--- src/rtl/rec_play_slots.sv ---
// rec_play_slots: multi-slot record/playback controller for the voice path.
// The external SRAM is split into NUM_SLOTS equal slots. Each slot keeps its
// own recorded length, so several clips can be stored and replayed
// independently. The SRAM is read asynchronously: the address is held
// registered, and read data is captured on the cycle of a player request.
module rec_play_slots #(
    parameter int ADDR_W    = 20,
    parameter int DATA_W    = 16,
    parameter int NUM_SLOTS = 4
) (
    input  logic                                  i_clk,
    input  logic                                  i_rst,
    input  logic                                  i_init_done,
    input  logic                                  i_key_rec,
    input  logic                                  i_key_play,
    input  logic                                  i_key_stop,
    input  logic [$clog2(NUM_SLOTS)-1:0]          i_slot_sel,
    input  logic                                  i_loop,
    input  logic                                  i_rec_valid,
    input  logic [DATA_W-1:0]                     i_rec_data,
    input  logic                                  i_play_req,
    input  logic [DATA_W-1:0]                     i_sram_rdata,
    output logic [ADDR_W-1:0]                     o_sram_addr,
    output logic [DATA_W-1:0]                     o_sram_wdata,
    output logic                                  o_sram_we,
    output logic [DATA_W-1:0]                     o_play_data,
    output logic                                  o_play_valid,
    output logic [2:0]                            o_state,
    output logic [$clog2(NUM_SLOTS)-1:0]          o_cur_slot,
    output logic [ADDR_W-$clog2(NUM_SLOTS):0]     o_ptr,
    output logic [ADDR_W-$clog2(NUM_SLOTS):0]     o_len,
    output logic                                  o_full,
    output logic                                  o_done,
    output logic                                  o_err
);

    localparam int SLOT_W = $clog2(NUM_SLOTS);
    localparam int PTR_W  = ADDR_W - SLOT_W;
    localparam logic [PTR_W:0] SLOT_SIZE = {1'b1, {PTR_W{1'b0}}};
    localparam logic [PTR_W:0] PTR_ONE   = {{PTR_W{1'b0}}, 1'b1};

    typedef enum logic [2:0] {
        S_IDLE       = 3'd0,
        S_READY      = 3'd1,
        S_REC        = 3'd2,
        S_REC_PAUSE  = 3'd3,
        S_PLAY       = 3'd4,
        S_PLAY_PAUSE = 3'd5
    } state_t;

    state_t              state;
    logic [SLOT_W-1:0]   cur_slot;
    logic [PTR_W:0]      ptr;
    logic [PTR_W:0]      len_tab [NUM_SLOTS];
    logic [PTR_W:0]      ptr_inc;
    logic [PTR_W:0]      cur_len;
    logic [ADDR_W-1:0]   sram_addr;
    logic [DATA_W-1:0]   sram_wdata;
    logic                sram_we;
    logic [DATA_W-1:0]   play_data;
    logic                play_valid;
    logic                full;
    logic                done;
    logic                err;

    assign ptr_inc = ptr + PTR_ONE;
    assign cur_len = len_tab[cur_slot];

    // Single controller: mode FSM, slot pointer, length table and SRAM/player outputs.
    always_ff @(posedge i_clk) begin
        if (i_rst) begin
            state      <= S_IDLE;
            cur_slot   <= '0;
            ptr        <= '0;
            sram_addr  <= '0;
            sram_wdata <= '0;
            sram_we    <= 1'b0;
            play_data  <= '0;
            play_valid <= 1'b0;
            full       <= 1'b0;
            done       <= 1'b0;
            err        <= 1'b0;
            for (int i = 0; i < NUM_SLOTS; i++) begin
                len_tab[i] <= '0;
            end
        end else begin
            sram_we    <= 1'b0;
            play_valid <= 1'b0;
            full       <= 1'b0;
            done       <= 1'b0;
            err        <= 1'b0;
            case (state)
                S_IDLE: begin
                    if (i_init_done) begin
                        state <= S_READY;
                    end
                end
                S_READY: begin
                    if (i_key_stop) begin
                        state <= S_READY;
                    end else if (i_key_rec) begin
                        cur_slot  <= i_slot_sel;
                        ptr       <= '0;
                        sram_addr <= {i_slot_sel, {PTR_W{1'b0}}};
                        state     <= S_REC;
                    end else if (i_key_play) begin
                        cur_slot <= i_slot_sel;
                        ptr      <= '0;
                        if (len_tab[i_slot_sel] == '0) begin
                            err <= 1'b1;
                        end else begin
                            sram_addr <= {i_slot_sel, {PTR_W{1'b0}}};
                            state     <= S_PLAY;
                        end
                    end
                end
                S_REC: begin
                    if (i_key_stop) begin
                        len_tab[cur_slot] <= ptr;
                        state             <= S_READY;
                    end else if (i_key_rec) begin
                        state <= S_REC_PAUSE;
                    end else if (i_rec_valid) begin
                        sram_we    <= 1'b1;
                        sram_addr  <= {cur_slot, ptr[PTR_W-1:0]};
                        sram_wdata <= i_rec_data;
                        ptr        <= ptr_inc;
                        if (ptr_inc == SLOT_SIZE) begin
                            len_tab[cur_slot] <= SLOT_SIZE;
                            full              <= 1'b1;
                            state             <= S_READY;
                        end
                    end
                end
                S_REC_PAUSE: begin
                    if (i_key_stop) begin
                        len_tab[cur_slot] <= ptr;
                        state             <= S_READY;
                    end else if (i_key_rec) begin
                        state <= S_REC;
                    end
                end
                S_PLAY: begin
                    if (i_key_stop) begin
                        state <= S_READY;
                    end else if (i_key_play) begin
                        state <= S_PLAY_PAUSE;
                    end else if (i_play_req) begin
                        play_data  <= i_sram_rdata;
                        play_valid <= 1'b1;
                        if (ptr_inc == cur_len) begin
                            done <= 1'b1;
                            if (i_loop) begin
                                ptr       <= '0;
                                sram_addr <= {cur_slot, {PTR_W{1'b0}}};
                            end else begin
                                ptr       <= ptr_inc;
                                sram_addr <= {cur_slot, ptr_inc[PTR_W-1:0]};
                                state     <= S_READY;
                            end
                        end else begin
                            ptr       <= ptr_inc;
                            sram_addr <= {cur_slot, ptr_inc[PTR_W-1:0]};
                        end
                    end
                end
                S_PLAY_PAUSE: begin
                    if (i_key_stop) begin
                        state <= S_READY;
                    end else if (i_key_play) begin
                        state <= S_PLAY;
                    end
                end
                default: begin
                    state <= S_IDLE;
                end
            endcase
        end
    end

    assign o_sram_addr  = sram_addr;
    assign o_sram_wdata = sram_wdata;
    assign o_sram_we    = sram_we;
    assign o_play_data  = play_data;
    assign o_play_valid = play_valid;
    assign o_state      = state;
    assign o_cur_slot   = cur_slot;
    assign o_ptr        = ptr;
    assign o_len        = cur_len;
    assign o_full       = full;
    assign o_done       = done;
    assign o_err        = err;

endmodule

--- config.mk ---
export PLATFORM = sky130hd
export DESIGN_NAME = rec_play_slots
export DESIGN_NICKNAME = d
export VERILOG_FILES = /design/src/rtl/rec_play_slots.sv
export SDC_FILE = /design/constraint.sdc
export NUM_CORES = 1
export LEC_CHECK = 0
export CORE_ASPECT_RATIO = 2
export CORE_UTILIZATION = 35
export DETAILED_ROUTE_END_ITERATION = 16
export PLACE_DENSITY = 0.56
export SYNTH_ARGS = -nofsm -noshare
export SYNTH_HDL_FRONTEND = slang
export SYNTH_SLANG_ARGS = --single-unit
--- constraint.sdc ---
create_clock -name i_clk -period 4.7 [get_ports i_clk]
set_input_delay 0.94 -clock i_clk [delete_from_list [all_inputs] [get_ports i_clk]]
set_output_delay 0.94 -clock i_clk [all_outputs]
set_load 0.05 [all_outputs]
* After elaboration in Yosys (flattened, before gate mapping)
Memory sizes are Yosys's and may differ from the RTL's. A register that Yosys moved wholly into a read port is not among the register bits.
Cells that the tools add are included.
** Storage, ports and cells
- Bits in registers :: 81
- Bits in writable memories :: 76
- Bits of input ports :: 43
- Output and inout bits :: 100
- Word-level logic and storage cells :: 136
- Memories kept :: 1
** Operators by class
- $add $sub $neg :: 1
- Equality and inequality tests :: 26
- Muxes and demuxes :: 73
- Bitwise logic cells :: 9
- Reduce and logical (&&, ||, !) cells :: 15
** Memories
- len_tab :: words 4, width 19, rd ports 2, clocked after Yosys merged registers in 1, write ports 4, line 54 : logic [PTR_W:0] len_tab [NUM_SLOTS];
** Operators with widths (number)
- $mux W19 :: 14
- $mux W20 :: 10
- $pmux W20 S3 :: 1
- $pmux W19 S3 :: 1
- $mux W3 :: 18
- $mux W18 :: 2
- $ne A4 B4 Y1 const B :: 7
- $mux W1 :: 21
- $reduce_and A10 Y1 :: 2
- $add A19 B1 Y19 const B :: 1
- $eq A19 B19 Y1 :: 1
- $eq A19 B19 Y1 const B :: 1
- $logic_not A19 Y1 :: 1
- $reduce_or A19 Y1 :: 1
- $pmux W3 S6 :: 1
- $ne A2 B2 Y1 const B :: 8
- $ne A3 B3 Y1 const B :: 4
- $mux W2 :: 5
- $reduce_or A5 Y1 :: 2
- $reduce_and A9 Y1 :: 1
- $reduce_and A4 Y1 :: 2
- $reduce_or A4 Y1 :: 2
- $not A1 Y1 :: 7
- $eq A3 B2 Y1 const B :: 2
- other kinds (7) :: 9

* Logic depth before layout (Yosys ltp)
- Depth in word-level cells :: 13
- Depth in mapped cells :: 13
- Depth with buffers taken out :: 10

* Least setup slack after synthesis
No wires, ideal clock.
- Kind :: register -> register
- From :: reg ptr[0], in the netlist o_ptr[0]
- To :: mem len_tab[0][0] in the netlist's numbering, enable pin
- Setup time :: 378 ps
- Data arrival time :: 3345 ps
- Data required time :: 4322 ps
- Slack :: 976 ps
- Cell stages (with the launch flop) :: 12
- Buffers on the path :: 2
- Period minus slack after synthesis :: 3724 ps
- Cell sequence :: dfxtp_1 -> ha_1 -> and3_1 -> buf_2 -> nand2_1 -> nor4b_1 -> o21ai_0 -> a2111oi_0 -> nand3_1 -> a211o_1 -> clkbuf_1 -> nand2b_1
** RTL lines
- start, declared :: line 53 : logic [PTR_W:0] ptr;
- start signal, assigned :: line 127 : ptr <= ptr_inc;
- start signal, assigned :: line 157 : ptr <= ptr_inc;
- start signal, assigned :: line 162 : ptr <= ptr_inc;
- end, declared :: line 54

* Worst setup path in the final report
- From :: reg ptr[0], in the netlist o_ptr[0]
- To :: reg ptr[3], in the netlist o_ptr[3]
** On the way
- Cells in the longest elaborated chain, start to end :: 7
- Elaborated cells on any way between the ends :: 11
** Ends and longest elaborated chain
- $add A19 B1 Y19 (*) :: line 66 : assign ptr_inc = ptr + PTR_ONE;
- $eq A19 B19 Y1 / $mux W19 (equally long branches) :: line 151, 153
- $mux W19 :: line 151 : if (ptr_inc == cur_len) begin
- $mux W19 :: line 148 : end else if (i_play_req) begin
- $mux W19 :: line 146 : end else if (i_key_play) begin
- $mux W19 :: line 144 : if (i_key_stop) begin
- $pmux W19 S3 (*) :: line 92 : case (state)
Every way passes the cells marked *; elsewhere a longest branch is shown, timed or not. The select of a mux whose other input is x is not followed.
A chain may end at the register's enable or synchronous reset.

==> metrics.md <==
| Metric | Value |
|---|---|
| Status | `finished clean` |
| Clock period minus worst slack | `4.47 ns` |
| 1st-iter DRT viols | `304` |
| Average footprint of a synthesized cell | `9.83 sq um` |
| Placed inst area | `9580 sq um` |
| Arrival time of data at the critical path endpoint | `4.78 ns` |
| Hold Fails Final Rpt | `0` |
| Headroom to the max-slew limit | `31.9%` |
| Yosys warns | `0` |
| Post-placement cell count | `1,182` |
| Max H-tree Level | `4` |
| Reported max-cap violation count | `0` |
| Fill cell total of the finished layout | `2,037` |
| Crit. End Element | `flip-flop` |
| Number of stages on the worst setup path | `9` |
| Antenna violations before repair | `0` |
| CTS clk-pin slew, worst paths | `0.07 ns` |
| Std-Cell Rows | `77` |
| Measured slew at the worst slew-check pin | `1.02 ns` |
| Min-Delay Path Class | `flip-flop to flip-flop` |
| Core ar. | `22,100 sq um` |
| Critical Path Sink | `o_ptr[3]$_SDFFE_PP0P_` |
| Biggest fanout along the worst timing path | `14` |
| Chip height | `214 microns` |
| Clock root cell | `sky130_fd_sc_hd__clkbuf_16` |
| CTS Sinks | `159` |
| Register cell area after layout | `3940 sq um` |
| Final setup violation count | `0` |
| Total wirelength of the detailed-routed design | `26,000 microns` |
| Number of buffers inserted during clock tree synthesis | `17` |
| Aggregate negative setup slack | `0 ns` |
| Number of enable-type register cells in the synthesized netlist | `76` |
| Multi-input logic area | `3600 sq um` |
| Fraction of final layout cells with drive strength greater than 1 | `9.93%` |
| Peak supply drop | `224 uV` |
| Area delta synth->final | `30.2%` |
| Start point of the critical path | `o_ptr[0]$_SDFFE_PP0P_` |
| Maximum achievable frequency | `224 MHz` |
| Final std cells w/o fill | `1,213` |
| Routability congestion estimate from global placement | `0.944` |
| Delay of the slowest critical-path stage | `0.75 ns` |
| Final net count | `969` |
| Synthesized Nets | `843` |
| Routed via count divided by cell count | `5.46` |
| Final max-slew violation count | `0` |
| Final core occ | `46.3%` |
| Worst hold slack after final layout | `0.452 ns` |
| Required time worst endpoint | `5.02 ns` |
| Vias in the first global route | `6,536` |
| Diode insertion count for antenna repair | `0` |
| Power per unit of standard cell area | `330 nW/um^2` |
| # DRC | `0` |
| Pre-antenna DRT Iters | `5` |
| Type of element launching the critical path | `flip-flop` |
| Top cell type's share of synthesized area | `29.1%` |
| Total power after layout | `3.37 mW` |
| Cell area after technology mapping | `7850 sq um` |
| Buffers & Inverters on Critical Path | `0` |
| Initial core utilization | `35.6%` |
| Count of buffers from port buffering | `142` |
| Number of vias in the routed layout | `6,627` |
| Reg2reg setup slack | `0.23 ns` |
| Boundary pin count | `143` |
| Slowest CP cell | `sky130_fd_sc_hd__or4_1` |
| Wire length per cell after detailed routing | `21.5 microns` |
| Worst clock skew | `0.0103 ns` |
| Main synth FF type | `sky130_fd_sc_hd__dfxtp_1` |
| Total Die Area | `23,100 sq um` |
| Post-synthesis cell type count | `64` |
| Classification of the worst setup path | `flip-flop to flip-flop` |
| Flip-flop and latch count after synthesis | `159` |
| Design Area, Final | `10,200 sq um` |
| Synth cell count leaders | `sky130_fd_sc_hd__nand2_1 (133), sky130_fd_sc_hd__nor2_1 (84), sky130_fd_sc_hd__dfxtp_1 (83)` |
| Clock tree from TritonCTS | `built` |
| Worst setup margin | `0.234 ns` |
| Destination of the worst register-to-register timing path | `o_ptr[3]$_SDFFE_PP0P_` |
| Number of gates resized after cts | `0` |
| Leakage power | `3.48 nW` |
| Final Cycle Share | `95.0%` |
| Unrepaired setup endpoints after global routing | `no` |
| Instance count of the mapped netlist | `799` |
| GRT Total Usage | `23.6%` |
| Wire length of the first global-routing pass | `39,300 microns` |
| Seq/Total Area, Yosys | `50.2%` |
| Setup fix buffers added after clock tree synthesis | `0` |
| Place WS | `0.345 ns` |
| Most frequent cell after synthesis | `sky130_fd_sc_hd__nand2_1` |
| Crit path max-delay family | `simple AND/OR/NAND/NOR gates` |
| Largest buffer count on any clock path | `2` |
| Depth of the worst register-to-register path | `9` |
| Ordered cell list for the critical path | `ha_1, and3_1, nand3_1, xor3_1, nor4bb_1, nand4_1, or4_1, a21oi_2, o31ai_1` |
| Antenna Violating Nets Remaining | `0` |
| Clock Latency Late Sink | `0.45 ns` |
| Pin count of the biggest net entering global routing | `38` |
| FFs w/ async S/R, synth | `0%` |
| Detailed placement HPWL | `19,800 microns` |
| Overflow after GRT | `0` |
| Count of hold buffers inserted by post-cts repair | `0` |
| Library cell with the largest summed area after synthesis | `sky130_fd_sc_hd__edfxtp_1` |
| Width of the die | `108 microns` |
| Reg2reg start | `o_ptr[0]$_SDFFE_PP0P_` |
| Hold Startpoint | `o_play_data[10]$_SDFFE_PP0P_` |
| Synth area leaders | `sky130_fd_sc_hd__edfxtp_1 (29%), sky130_fd_sc_hd__dfxtp_1 (21%), sky130_fd_sc_hd__nand2_1 (6.4%)` |
## worst min path at each step
stage | endpoint | slack [ns] | depth (start not counted)
finish | o_play_data[10]$_SDFFE_PP0P_ | 0.45 | 2
global route | o_play_data[10]$_SDFFE_PP0P_ | 0.47 | 2
CTS | o_sram_wdata[15]$_SDFFE_PP0P_ | 0.46 | 2
detailed placement | o_play_data[10]$_SDFFE_PP0P_ | 0.45 | 2
global placement | o_play_data[0]$_SDFFE_PP0P_ | 0.44 | 2
floorplan | o_play_data[10]$_SDFFE_PP0P_ | 0.68 | 2
## cell families after synthesis
kind of cell / after synthesis / share of synthesized area, %
mux: 22 / 5.83
fa+ha+maj: 2 / 0.287
flops: 159 / 50.2
buf+inv: 77 / 4.02
simple gates: 374 / 22.8
xor+xnor: 38 / 5.70
compound gates: 127 / 11.2
## metal layers
| layer | vias to the layer above | share of wire, % | track usage [%] |
|---|---|---|---|
| li1 | 3152 | - | - |
| met1 | 3128 | 34 | 23.3 |
| met2 | 273 | 56 | 44.6 |
| met3 | 74 | 5.0 | 3.86 |
| met4 | 0 | 5.4 | 14.9 |
| met5 | - | 0 | 0 |
## cell type report
| cell class | count | area share [%] |
|---|---|---|
| Tap cell | 276 | 3.38 |
| Inverter | 11 | 0.404 |
| Timing Repair Buffer | 173 | 16.1 |
| Multi-Input combinational cell | 563 | 35.3 |
| Sequential cell | 159 | 38.6 |
| Clock inverter | 5 | 0.318 |
| Clock buffer | 26 | 5.94 |
## cells in the final DEF, fill, tap and decap left out, drive strengths merged, types with 15 or more instances in the layout
cell	count
and3	28
dfxtp	83
clkbuf	26
a211oi	15
a21oi	40
nand3	17
nor4	28
mux4	19
clkdlybuf4s50	141
edfxtp	76
buf	32
nand2	133
and2	21
xnor2	20
nor2	84
o21ai	16
nor3	22
## worst min-delay path, delay by kind of cell (launching register included)
| family | cells | cell delay (ns) |
|---|---|---|
| flops | 1 | 0.31 |
| simple gates | 1 | 0.05 |
| compound gates | 1 | 0.05 |
## flip-flops by register name, summed over array words and instances (netlist names), named ones only
name	flops
o_ptr	19
o_err	1
o_done	1
o_cur_slot	2
o_sram_we	1
len_tab	76
o_play_valid	1
o_sram_addr	20
o_state	3
o_sram_wdata	16
o_full	1
o_play_data	16
## where the power goes
| group | total (mW) | leakage, nW | internal (mW) | switching [mW] |
|---|---|---|---|---|
| sequential | 1.52 | 1.45 | 1.49 | 0.0335 |
| combinational | 0.386 | 1.72 | 0.147 | 0.239 |
| clock | 1.46 | 0.319 | 0.891 | 0.570 |
(Power assumes the default switching activity.)
